**src/rtl/fetch_unit.sv**
```systemverilog
// Fetch stage: owns the PC, reads a word pair from the combinational instruction
// memory, and hands it to decode over valid/ready with redirect and halt handling.
module fetch_unit #(
  parameter int unsigned         ADDR_W      = 5,
  parameter int unsigned         INSTR_W     = 16,
  parameter logic [3:0]          HALT_OPCODE = 4'b1110,
  parameter logic [ADDR_W-1:0]   RESET_PC    = '0
) (
  input  logic               clk,
  input  logic               reset,
  output logic [ADDR_W-1:0]  imem_addr,
  input  logic [INSTR_W-1:0] imem_instr,
  input  logic [INSTR_W-1:0] imem_next,
  input  logic               redirect_valid,
  input  logic [ADDR_W-1:0]  redirect_pc,
  output logic               out_valid,
  input  logic               out_ready,
  output logic [INSTR_W-1:0] out_instr,
  output logic [INSTR_W-1:0] out_next,
  output logic [ADDR_W-1:0]  out_pc,
  output logic               halted
);

  typedef enum logic [1:0] {
    RUN    = 2'd0,
    DRAIN  = 2'd1,
    HALTED = 2'd2
  } state_e;

  state_e               state_q, state_d;
  logic [ADDR_W-1:0]    pc_q, pc_d;
  logic                 out_valid_q, out_valid_d;
  logic [INSTR_W-1:0]   out_instr_q, out_instr_d;
  logic [INSTR_W-1:0]   out_next_q, out_next_d;
  logic [ADDR_W-1:0]    out_pc_q, out_pc_d;
  logic                 halted_q, halted_d;

  logic accept;
  logic slot_free;
  logic is_halt;

  assign accept    = out_valid_q & out_ready;
  assign slot_free = ~out_valid_q | accept;
  assign is_halt   = (imem_instr[INSTR_W-1 -: 4] == HALT_OPCODE);

  always_comb begin
    state_d     = state_q;
    pc_d        = pc_q;
    out_valid_d = out_valid_q;
    out_instr_d = out_instr_q;
    out_next_d  = out_next_q;
    out_pc_d    = out_pc_q;
    halted_d    = halted_q;

    unique case (state_q)
      RUN: begin
        // Redirect flushes the slot even when decode accepts on the same edge.
        if (redirect_valid) begin
          pc_d        = redirect_pc;
          out_valid_d = 1'b0;
        end else if (slot_free) begin
          out_instr_d = imem_instr;
          out_next_d  = imem_next;
          out_pc_d    = pc_q;
          out_valid_d = 1'b1;
          pc_d        = pc_q + ADDR_W'(1);
          if (is_halt) state_d = DRAIN;
        end
      end
      DRAIN: begin
        // The halt is speculative until decode consumes it without a redirect.
        if (redirect_valid) begin
          pc_d        = redirect_pc;
          out_valid_d = 1'b0;
          state_d     = RUN;
        end else if (accept) begin
          out_valid_d = 1'b0;
          halted_d    = 1'b1;
          state_d     = HALTED;
        end
      end
      HALTED: begin
        out_valid_d = 1'b0;
        halted_d    = 1'b1;
      end
      default: state_d = RUN;
    endcase
  end

  always_ff @(posedge clk) begin
    if (reset) begin
      state_q     <= RUN;
      pc_q        <= RESET_PC;
      out_valid_q <= 1'b0;
      out_instr_q <= '0;
      out_next_q  <= '0;
      out_pc_q    <= '0;
      halted_q    <= 1'b0;
    end else begin
      state_q     <= state_d;
      pc_q        <= pc_d;
      out_valid_q <= out_valid_d;
      out_instr_q <= out_instr_d;
      out_next_q  <= out_next_d;
      out_pc_q    <= out_pc_d;
      halted_q    <= halted_d;
    end
  end

  assign imem_addr = pc_q;
  assign out_valid = out_valid_q;
  assign out_instr = out_instr_q;
  assign out_next  = out_next_q;
  assign out_pc    = out_pc_q;
  assign halted    = halted_q;

endmodule

```
**config.mk**
```make
export PLATFORM = sky130hd
export DESIGN_NAME = fetch_unit
export DESIGN_NICKNAME = d
export VERILOG_FILES = /design/src/rtl/fetch_unit.sv
export SDC_FILE = /design/constraint.sdc
export NUM_CORES = 1
export LEC_CHECK = 0
export ABC_AREA = 1
export BUFFER_PORTS_ARGS = -buffer_cell sky130_fd_sc_hd__buf_2
export CAP_MARGIN = 15
export CORE_UTILIZATION = 25
export DETAILED_ROUTE_END_ITERATION = 10
export HOLD_SLACK_MARGIN = 0.06
export SYNTH_ARGS = -nofsm -noshare
export SYNTH_HDL_FRONTEND = slang
export SYNTH_SLANG_ARGS = --single-unit
```
**constraint.sdc**
```tcl
create_clock -name clk -period 1.89 [get_ports clk]
set_input_delay 0.189 -clock clk [delete_from_list [all_inputs] [get_ports clk]]
set_output_delay 0.189 -clock clk [all_outputs]
set_load 0.01 [all_outputs]
```
Word-level counts from Yosys, hierarchy flattened
Cells that the tools add are included.
{ "classes": {"n_addsub": 1, "eq_ne": 11, "muxes": 18, "n_bitwise": 5, "n_reduce_logical": 9} }
{ "ops": {"columns": ["operator", "n"], "rows": [
  ["$mux 5", 3],
  ["$ne 2x2->1 const B", 6],
  ["$reduce_and 3->1", 4],
  ["$mux 2", 5],
  ["$pmux 5 s2", 1],
  ["$mux 1", 6],
  ["$ne 3x3->1 const B", 2],
  ["$pmux 2 s3", 1],
  ["$add 5x1->5 const B", 1],
  ["$reduce_and 5->1", 1],
  ["$eq 4x4->1 const B", 1],
  ["$reduce_bool 2->1", 2],
  ["$not 1->1", 3],
  ["$pmux 1 s3", 1],
  ["$reduce_bool 3->1", 1],
  ["$eq 2x1->1 const B", 1],
  ["$eq 2x2->1 const B", 1],
  ["$logic_not 2->1", 1],
  ["$pmux 1 s2", 1],
  ["$and 1x1->1", 1],
  ["$or 1x1->1", 1]
]} }
{ "totals": {"regBits": 46, "inputBits": 41, "output_inout_bits": 44, "word_cells": 51} }

Longest topological paths before layout
Gate-level depths: netlist of run 1.
{ "logic_depth": {"ltp_word": 5, "ltp_mapped": 9, "depth_no_buf": 9} }

Worst setup path after synthesis of run 1
No wires, ideal clock.
{ "synth_timing": {"kind": "flip-flop to flip-flop", "from": "reg state_q[0]", "to": "reg out_instr_q[10] (netlist: out_instr[10])", "setup_ns": 0.113, "arrival_ns": 1.383, "required_time_ns": 1.777, "path_slack_ns": 0.394, "path_stages_with_launch": 9, "path_buffers": 1, "synth_period_minus_slack_ns": 1.496, "path_cell_list": "dfxtp_1 inv_1 ha_1 inv_2 nor3_4 inv_4 buf_6 nor2_2 nor2_1"} }
{ "synth_via": {"elab_chain_cells": 2} }
{ "synth_rtl": {"columns": ["element", "line_no", "rtl"], "rows": [
  ["start, declared", "30", "state_e state_q, state_d;"],
  ["start signal, assigned", "100", "state_q <= state_d;"],
  ["$logic_not 2->1", "55", "unique case (state_q)"],
  ["$reduce_and 3->1 (no line)", null, null],
  ["end signal, assigned", "103", "out_instr_q <= out_instr_d;"],
  ["end, declared", "33", "logic [INSTR_W-1:0] out_instr_q, out_instr_d;"]
]} }
Every way passes these cells.
A chain may end at the register's enable or synchronous reset.

Worst setup path in the final report of run 1
{ "layout_timing": {"from": "reg state_q[0]", "to": "reg out_pc_q[3] (netlist: out_pc[3])"} }
{ "layout_via": {"elab_chain_cells": 2} }
{ "layout_rtl": {"columns": ["element", "line_no", "rtl"], "rows": [
  ["$logic_not 2->1", "55", null],
  ["$reduce_and 3->1 (no line)", null, null],
  ["end signal, assigned", "105", "out_pc_q <= out_pc_d;"],
  ["end, declared", "35", "logic [ADDR_W-1:0] out_pc_q, out_pc_d;"]
]} }
Every way passes these cells.

==> results of run 1 <==
[routing by layer]
layer | track usage [%] | vias up
li1 | - | 995
met1 | 14.0 | 882
met2 | 21.2 | 52
met3 | 1.81 | 4
met4 | 5.38 | 0
met5 | 0 | -
[synth_stat cells (all sizes together)]
cell and number:
a21oi 11, buf 9, clkbuf 4, dfxtp 46, ha 6, inv 15
nand2 29, nand3 5, nand3b 1, nand4 2, nor2 87, nor3 2
o21ai 45
[cell type report]
cell class | instances | share of cell area, %
clock buffer | 5 | 2.63
clock inverter | 3 | 0.908
timing repair buffer | 88 | 17.2
inverter | 15 | 2.25
multi-input combinational | 188 | 37.0
sequential | 46 | 35.2
tap | 102 | 4.88
[cells by family (layout without fill, tap and decap cells)]
| kind of cell | after synthesis | after routing |
|---|---|---|
| AND/OR/NAND/NOR | 126 | 126 |
| adder cells (fa/ha/maj) | 6 | 6 |
| AO/OA/AOI/OAI | 56 | 56 |
| flip-flops | 46 | 46 |
| buffers and inverters | 28 | 111 |
[worst paths after layout]
kind                                     end                       start  slack, ns  depth (start not counted)
setup / recovery      out_pc[3]$_SDFFE_PP0P_     state_q[0]$_SDFFE_PP0P_       0.20                          7
hold / removal      out_next[4]$_SDFFE_PP0P_                imem_next[4]       0.10                          3
setup reg to reg      out_pc[3]$_SDFFE_PP0P_     state_q[0]$_SDFFE_PP0P_       0.20                          7
hold reg to reg   out_instr[10]$_SDFFE_PP0P_  out_instr[10]$_SDFFE_PP0P_       0.50                          2
[stage by stage]
step / hold slack (ns) / utilization (%)
2_1_floorplan: 0.258 / -
3_3_place_gp: 0.415 / 32.2
3_5_place_dp: 0.423 / 32.2
4_1_cts: 0.0930 / 33.4
5_1_grt: 0.0956 / 33.4
6_report: 0.102 / 33.4
[flip-flops by register name (all words and copies together), names as in the netlist]
name	count
out_valid	1
halted	1
out_pc	5
state_q	2
out_next	16
imem_addr	5
out_instr	16
[worst register-to-register path: cells and delay by family, from the launching register on]
kind                     cells  cell delay, ns
buffers and inverters        3            0.56
flip-flops                   1            0.34
AND/OR/NAND/NOR              1            0.28
AO/OA/AOI/OAI                2            0.25
adder cells (fa/ha/maj)      1            0.22
[power by group]
group | internal, mW | switching [mW]
Sequential | 1.27 | 0.198
Combinational | 0.639 | 1.09
Clock | 0.265 | 0.364
Total | 2.17 | 1.65
[placed cells by master, fill, tap and decap left out]
master,count
sky130_fd_sc_hd__nor2_1,56
sky130_fd_sc_hd__o21ai_0,4
sky130_fd_sc_hd__a21oi_1,8
sky130_fd_sc_hd__nand2_2,1
sky130_fd_sc_hd__nand3_1,5
sky130_fd_sc_hd__ha_1,6
sky130_fd_sc_hd__o21ai_1,40
sky130_fd_sc_hd__dfxtp_1,46
sky130_fd_sc_hd__clkinvlp_4,2
sky130_fd_sc_hd__a21oi_2,3
sky130_fd_sc_hd__inv_1,10
sky130_fd_sc_hd__inv_2,4
sky130_fd_sc_hd__nor3_1,1
sky130_fd_sc_hd__buf_2,84
sky130_fd_sc_hd__nor2_2,28
sky130_fd_sc_hd__nand2_1,28
sky130_fd_sc_hd__o21ai_2,1
sky130_fd_sc_hd__inv_4,1
sky130_fd_sc_hd__nor2_4,3
sky130_fd_sc_hd__inv_6,1
sky130_fd_sc_hd__nand3b_1,1
sky130_fd_sc_hd__clkbuf_8,5
sky130_fd_sc_hd__buf_4,4
sky130_fd_sc_hd__nor3_4,1
sky130_fd_sc_hd__nand4_1,2
==> summary by stage, run 1 <==
Die
The overall die area is approximately 0.0086 mm^2. The floorplan step defined a core boundary enclosing 0.00785 mm^2. The initial standard-cell utilization of the core is 26.2%. 85 I/O pins were placed. The horizontal extent of the die is approximately 93 um. In this run the core area contains 32 standard-cell rows. The floorplan die height is between 90 and 100 um.

Logic synthesis
In the post-synthesis netlist, the biggest area contributors are sky130_fd_sc_hd__dfxtp_1, sky130_fd_sc_hd__nor2_1, sky130_fd_sc_hd__o21ai_1. Of the total synthesized cell area, the portion taken by AND, OR, NAND and NOR gates is slightly below 30%. The mean area per synthesized cell is ~8 um^2.

The share of synthesized cell area in full adder, half adder and majority cells is under 10%. Multiplexer cells account for 0% of the synthesized area. The number of nets handed over by synthesis was ~310. Of the total synthesized cell area, the portion taken by XOR and XNOR cells is 0%. The post-synthesis sequential area ratio is 44.8%. The number of synthesized register bits is 46. The number of distinct library cells after synthesis is 25. After technology mapping, the gate count stands at about 260. The top-area cell type share of the netlist area is between 40 and 50%. The compound-cell area share of the yosys netlist is about 14%. After synthesis the cells add up to around 0.0021 mm^2. The cell taking the most area after synthesis is sky130_fd_sc_hd__dfxtp_1.

The largest family of logic cells by synthesized area is simple AND/OR/NAND/NOR gates. The number of warnings issued by yosys is 0.

Critical path
Of all nets on the critical path, the largest fanout is 27. STA puts the critical path data arrival time at between 1.5 and 2 ns. The family with the most delay on the worst path is buffers and inverters.

The delay of the slowest cell on the worst path is between 0.3 and 0.4 ns. The required time of the critical path is about 2.1 ns. The path type of the worst setup path is flip-flop to flip-flop. For this design, the slowest cell found on the critical path is sky130_fd_sc_hd__buf_4. Walking the worst path, the cells encountered are inv_1 -> ha_1 -> inv_2 -> nor3_4 -> buf_4 -> o21ai_1 -> a21oi_2. The type of element launching the critical path is a flip-flop.

The number of buffer and inverter stages on the critical path is 3. STA classifies the critical path endpoint as a flip-flop.

Placed design
In this run the tool buffered the top-level ports with 84 buffer cells. Detailed placement ended at an HPWL of between 3000 and 4000 um. After detailed placement, the design holds a cell count of roughly 440. The placement-stage worst setup slack is 0.201 ns.

After detailed placement, the total cell area comes to ~0.0025 mm^2. Routability-driven placement finished with a final weighted congestion of between 0.7 and 0.8.

Clocking
Gates resized during post-CTS repair numbered 0. The maximum root-to-sink buffer count is 2. The number of setup buffers added after CTS is 0. The clock insertion delay at the later pin of the skew report is 0.31 ns. The clock slew seen by the registers of the worst setup and hold paths is approximately 0.1 ns. Hold repair after CTS inserted 0 buffers.

The H-tree generated during clock tree synthesis spans 2 levels. Clock tree synthesis found a total of 46 sinks. The number of buffers created by CTS is 5. In this run the clock root is driven by a sky130_fd_sc_hd__clkbuf_8. TritonCTS built the clock tree.

Cells and area
The combined flip-flop and latch cell area is about 920 um^2. Counting the fill cells in the layout gives between 800 and 900. With fillers left out, the area of the finished cells amounts to approximately 0.0026 mm^2. The post-layout net count is 391. The post-route netlist has 40.0% of its cells at a drive strength greater than 1. Summing all multi-input logic gate instances after layout gives around 970 um^2. The area added between synthesis and finish is 27.4%. Leaving out filler cells and counting taps, the final layout contains 447. 0 antenna diodes ended up in the layout.

Global route
The first global-routing pass estimated 8110 um of wire. Across every metal layer, demand over resource in global routing totals a little under an eighth. The number of global-route vias before repair came to roughly 1800. The remaining global-route overflow is 0. The maximum number of pins on one net before global-route repair is a little over 40. The number of antenna violations at the first check in global routing came to 0.

Run
Max-cap violations in this run came to 0.

Timing
The maximum achievable frequency is roughly 590 MHz. Subtracting the final worst setup slack from the clock period gives between 1.5 and 2 ns. The worst slew margin relative to its limit is roughly 63%.

At the pin with the least slew margin, the transition time is about 0.55 ns. The count of pins over their slew limit was 0. The minimum setup slack in the final design is 0.204 ns. The total count of hold-check failures in the final report was 0. The final number of setup-violating endpoints is 0. Dividing the final minimum period by the clock period gives 89.2%.

Setup repair after global routing left no endpoint under its margin. For the final database, setup skew stands at ~0.013 ns. After routing, the total negative slack on setup checks comes to 0 ns.

Detailed routing
For this run, design rule violations remaining after detail routing come to 0. The violation count after the first detailed-routing iteration is 37. After detailed routing, the wire length on met1 is roughly 2300 um. Detailed routing placed a total of about 2300 um of wire on met2.

The count of TritonRoute iterations in the first routing pass is 4. Detailed routing placed a total of between 200 and 250 um of wire on met3. The count of nets left with antenna violations after detail routing is 0.

After detailed routing, the total wire length is 4930 um. Dividing the detail-routed wire length by the instance count gives between 10 and 15 um. Detailed routing inserted a total of between 1500 and 2000 vias. The detailed router used layers up to and including met4. After detailed routing, the number of vias per cell comes to 4.32.

Power
The worst supply voltage drop on vdd is 0.459 mV. The design draws between 3 and 4 mW. For this design the ratio of total power to cell area is ~1500 mW/mm^2. The total leakage power is 1.27 nW.

Status
The flow ran to the end, and the final reports show no timing, DRC or antenna violations.

Min path
The type of the most critical hold path is primary input to flip-flop.
No activity file was read; power rests on OpenSTA's default activity.
==> run 2, diff against run 1 <==
Settings changed: ABC_AREA 1 to 0.
==> summary by stage, run 2 <==
Status
The flow ran to the end, and the final reports show no timing, DRC or antenna violations.

Die
The number of I/O pins is 85 (unchanged). The overall die area was 0.00796 mm^2 (-7.3%). The initial standard-cell utilization of the core is 26.1% (-0.099 points). The count of standard-cell rows was 31 (-3.1%).

The horizontal extent of the die came to 89.2 um (-3.7%). The area of the placeable core is 0.00729 mm^2 (-7.1%). The floorplan die height is 89.2 um (-3.7%).

Cells and area
The number of diodes is 0 (unchanged). The library cells used most frequently in the layout, excluding fill and tap cells, are sky130_fd_sc_hd__buf_2, sky130_fd_sc_hd__nand2_1, sky130_fd_sc_hd__dfxtp_1. The fraction of final layout cells sized beyond drive strength 1 was 31.7% (-8.3 points). The most common cell after layout, fill and taps aside is sky130_fd_sc_hd__buf_2.

Relative to the synthesized area, the layout overhead comes to 35.8%. The post-layout net count is 365 (-6.6%).

Critical path
The critical path in this run is classified as flip-flop to flip-flop. The required time of the critical path is 2.12 ns (-0.02 ns). In this run the critical register-to-register path is captured at imem_addr[0]$_SDFFE_PP0P_. The largest fanout of any net on the critical path is 10 (-63%).

The path length in cells of the critical path is 5 (-2). The family with the most delay on the worst path is simple AND/OR/NAND/NOR gates. The cell depth of the worst flop-to-flop path came to 5 (-2).

The arrival time at the worst endpoint is 1.90 ns (-0.04 ns). The reg2reg setup slack is 0.21 ns (about the same). The endpoint type of the worst setup path is a flip-flop. The slowest library cell on the worst path is sky130_fd_sc_hd__or4_1.

The number of buffer and inverter stages on the critical path is 1 (-2). STA classifies the critical path startpoint as a flip-flop. The delay of the slowest cell on the worst path was 0.43 ns (+0.07 ns).

In this run the critical register-to-register path is launched from state_q[1]$_SDFFE_PP0P_. Walking the worst path, the cells encountered are inv_1 -> ha_1 -> or2_1 -> or4_1 -> a31oi_1.

Logic synthesis
The mean area per synthesized cell is 8.06 um^2 (+2.8%). The number of warnings issued by yosys is 0 (unchanged). The number of distinct library cells after synthesis is 37 (+48%). The post-synthesis sequential area ratio is 48.4% (+3.6 points).

The most used flip-flop cell after synthesis is sky130_fd_sc_hd__dfxtp_1. The number of synthesized register bits was 46 (unchanged). The proportion of synthesized flip-flops having asynchronous set or reset was 0% (unchanged). The most instantiated library cell after synthesis is sky130_fd_sc_hd__nand2_1. After synthesis, the most frequently instantiated cells are sky130_fd_sc_hd__nand2_1, sky130_fd_sc_hd__dfxtp_1, sky130_fd_sc_hd__a21oi_1, sky130_fd_sc_hd__buf_2. By area the synthesized netlist is led by sky130_fd_sc_hd__dfxtp_1, sky130_fd_sc_hd__nand2_1, sky130_fd_sc_hd__a21oi_1. The synthesized area is 0.00190 mm^2 (-7.4%). The top-area cell type share of the netlist area was 48.4% (+3.6 points). The number of cells produced by synthesis is 236 (-9.9%). The net count of the mapped netlist is 283 (-8.4%). The number of enable flip-flop cells after synthesis is 0 (unchanged). Summed over all instances, the cell type with the most area after synthesis is sky130_fd_sc_hd__dfxtp_1.

Clocking
The cell at the root of the clock tree is sky130_fd_sc_hd__clkbuf_8. The number of setup buffers added after CTS is 0 (unchanged). The CTS sink count came to 46 (unchanged).

The clock insertion delay at the later pin of the skew report is 0.30 ns (about the same). The number of levels the H-tree was split into is 2 (unchanged). The maximum root-to-sink buffer count came to 2 (unchanged). The number of buffers created by CTS is 5 (unchanged). TritonCTS built the clock tree. The clock slew seen by the registers of the worst setup and hold paths is 0.09 ns (about the same).

Placed design
The total half-perimeter wirelength after legalization and detailed placement is 3350 um (-4.9%). The number of buffers added on ports is 84 (unchanged). The final weighted congestion in routability-driven placement came to 0.839 (+14%).

Detailed routing
The count of TritonRoute iterations in the first routing pass is 4 (unchanged). The via count of the routed design is 1862 (-3.7%). The routed via count divided by cell count came to 4.45 (+3.0%). The violation count after the first detailed-routing iteration is 68 (+84%).

The count of nets left with antenna violations after detail routing is 0 (unchanged). The number of DRC violations after detailed routing was 0 (unchanged). The final wirelength is 4730 um (-4.2%). The detail-routed net length per standard cell is 11.3 um (+2.4%).

Timing
The count of pins over their slew limit came to 0 (unchanged). The actual slew at the worst max-slew pin came to 0.402 ns (-0.146 ns). The total count of hold-check failures in the final report came to 0 (unchanged).

The final number of setup-violating endpoints is 0 (unchanged). The smallest hold slack is 0.121 ns (+0.0187 ns). The shortest period the worst path allows came to 1.68 ns (-0.00992 ns). The post-route clock skew came to 0.00926 ns (-0.00421 ns). The ratio of final minimum period to clock period came to 88.7% (-0.52 points). Setup repair after global routing left no endpoint under its margin.

The maximum achievable frequency was 597 MHz (+0.59%). The total negative slack for setup checks is 0 ns (unchanged). The worst slew margin relative to its limit came to 73.1% (+9.6 points).

Run
The number of violations of the max-capacitance limit is 0 (unchanged).

Global route
The combined global-route utilization of all metal layers is 11.6% (-0.26 points). The remaining global-route overflow was 0 (unchanged). The maximum number of pins on one net before global-route repair was 38 (-7.3%).

The number of antenna violations at the first check in global routing is 0 (unchanged). The global-route wire length before repair is 7090 um (-13%). The number of global-route vias before repair is 1519 (-16%).

Power
The total leakage power is 1.20 nW (-6.0%). The relative contribution of the clock network to total power is 35.9% (+19 points). The net switching power is 668 uW (-60%). The switching share of total power is 26.8% (-16 points). The total power divided by cell area is 966 mW/mm^2 (-34%). The combinational share of power is 19.5% (-26 points).

The worst supply voltage drop on vdd came to 0.360 mV (-22%). The cell-internal power came to 1.83 mW (-16%). The sequential share of power was 44.6% (+6.3 points).

Min path
The terminating pin of the worst hold path is out_next[0]$_SDFFE_PP0P_. The worst hold path startpoint is imem_next[0]. The type of the most critical hold path is primary input to flip-flop. The number of stages on the worst hold path came to 3 (unchanged).
==> run 2: cell count changes after synthesis, moves of 3 or more <==
| cell | previous run | this run |
|---|---|---|
| sky130_fd_sc_hd__inv_1 | 10 | 5 |
| sky130_fd_sc_hd__nand2_1 | 28 | 76 |
| sky130_fd_sc_hd__nor2_4 | 3 | 0 |
| sky130_fd_sc_hd__clkbuf_1 | 3 | 6 |
| sky130_fd_sc_hd__inv_2 | 4 | 0 |
| sky130_fd_sc_hd__o21ai_1 | 40 | 1 |
| sky130_fd_sc_hd__buf_2 | 1 | 7 |
| sky130_fd_sc_hd__buf_6 | 7 | 1 |
| sky130_fd_sc_hd__a21oi_1 | 8 | 44 |
| sky130_fd_sc_hd__nor2_1 | 56 | 6 |
| sky130_fd_sc_hd__nor2_2 | 28 | 0 |
==> run 2: power by group through the flow <==
stage | combinational, mW | sequential, mW | clock [mW]
final | 0.487 | 1.11 | 0.896
after global routing | 0.548 | 1.13 | 0.979
after CTS | 0.493 | 1.11 | 0.931
after detailed placement | 0.492 | 1.14 | 0
after global placement | 0.489 | 1.13 | 0
after floorplan | 0.257 | 1.17 | 0
==> run 2: worst max path at each step <==
stage	start	end	slack (ns)
finish	state_q[1]$_SDFFE_PP0P_	imem_addr[0]$_SDFFE_PP0P_	0.21
global route	state_q[1]$_SDFFE_PP0P_	imem_addr[0]$_SDFFE_PP0P_	0.07
CTS	state_q[1]$_SDFFE_PP0P_	imem_addr[0]$_SDFFE_PP0P_	0.14
detailed placement	state_q[1]$_SDFFE_PP0P_	imem_addr[0]$_SDFFE_PP0P_	0.15
global placement	state_q[1]$_SDFFE_PP0P_	imem_addr[0]$_SDFFE_PP0P_	0.21
floorplan	state_q[1]$_SDFFE_PP0P_	imem_addr[0]$_SDFFE_PP0P_	0.28
==> run 2: routing by layer <==
| metal | share of wire (%) | global-route usage [%] | vias up | wire length, um |
|---|---|---|---|---|
| met5 | 0 | 0 | - | 0 |
| met2 | 46 | 18.9 | 54 | 2180 |
| met3 | 5.3 | 3.05 | 7 | 251 |
| met1 | 47 | 14.9 | 840 | 2220 |
| li1 | - | - | 961 | - |
| met4 | 1.6 | 4.18 | 0 | 77 |
==> run 2: repair_timing <==
item | 4_1_cts | 5_1_grt
resized for setup | 0 | 1
hold buffers | 0 | 0
setup endpoints to repair | 0 | 2
hold endpoints to repair | 0 | 0
==> run 2: cell type report <==
class / instances / area [um^2]
Timing Repair Buffer: 89 / 483
Fill cell: 811 / 4710
Tap cell: 99 / 124
Sequential cell: 46 / 921
Multi-Input combinational cell: 171 / 893
Clock buffer: 6 / 82.6
Clock inverter: 2 / 60.1
Inverter: 5 / 18.8
==> run 2: kinds of logic after synthesis <==
kind of cell / count (synthesis) / synth area share (%)
flops: 46 / 48.4
compound gates: 63 / 19.0
simple gates: 100 / 23.0
buf+inv: 19 / 4.61
fa+ha+maj: 6 / 3.95
mux: 2 / 1.05
==> run 2: worst register-to-register path, stage by stage (launching register included) <==
cell                      delay [ns]
sky130_fd_sc_hd__dfxtp_1        0.36
sky130_fd_sc_hd__inv_1          0.10
sky130_fd_sc_hd__ha_1           0.21
sky130_fd_sc_hd__or2_1          0.34
sky130_fd_sc_hd__or4_1          0.43
sky130_fd_sc_hd__a31oi_1        0.18
==> run 2: through the flow <==
step | utilization [%] | setup slack, ns | instance area (um^2) | power, mW | std cells
finish | 35.4 | 0.214 | 2580 | 2.49 | 418
global route | 35.4 | 0.0748 | 2580 | 2.65 | 418
CTS | 35.4 | 0.135 | 2580 | 2.54 | 418
detailed placement | 33.5 | 0.152 | 2440 | 1.63 | 410
global placement | 33.5 | 0.214 | 2440 | 1.62 | 410
floorplan | - | 0.280 | 1900 | 1.43 | 236
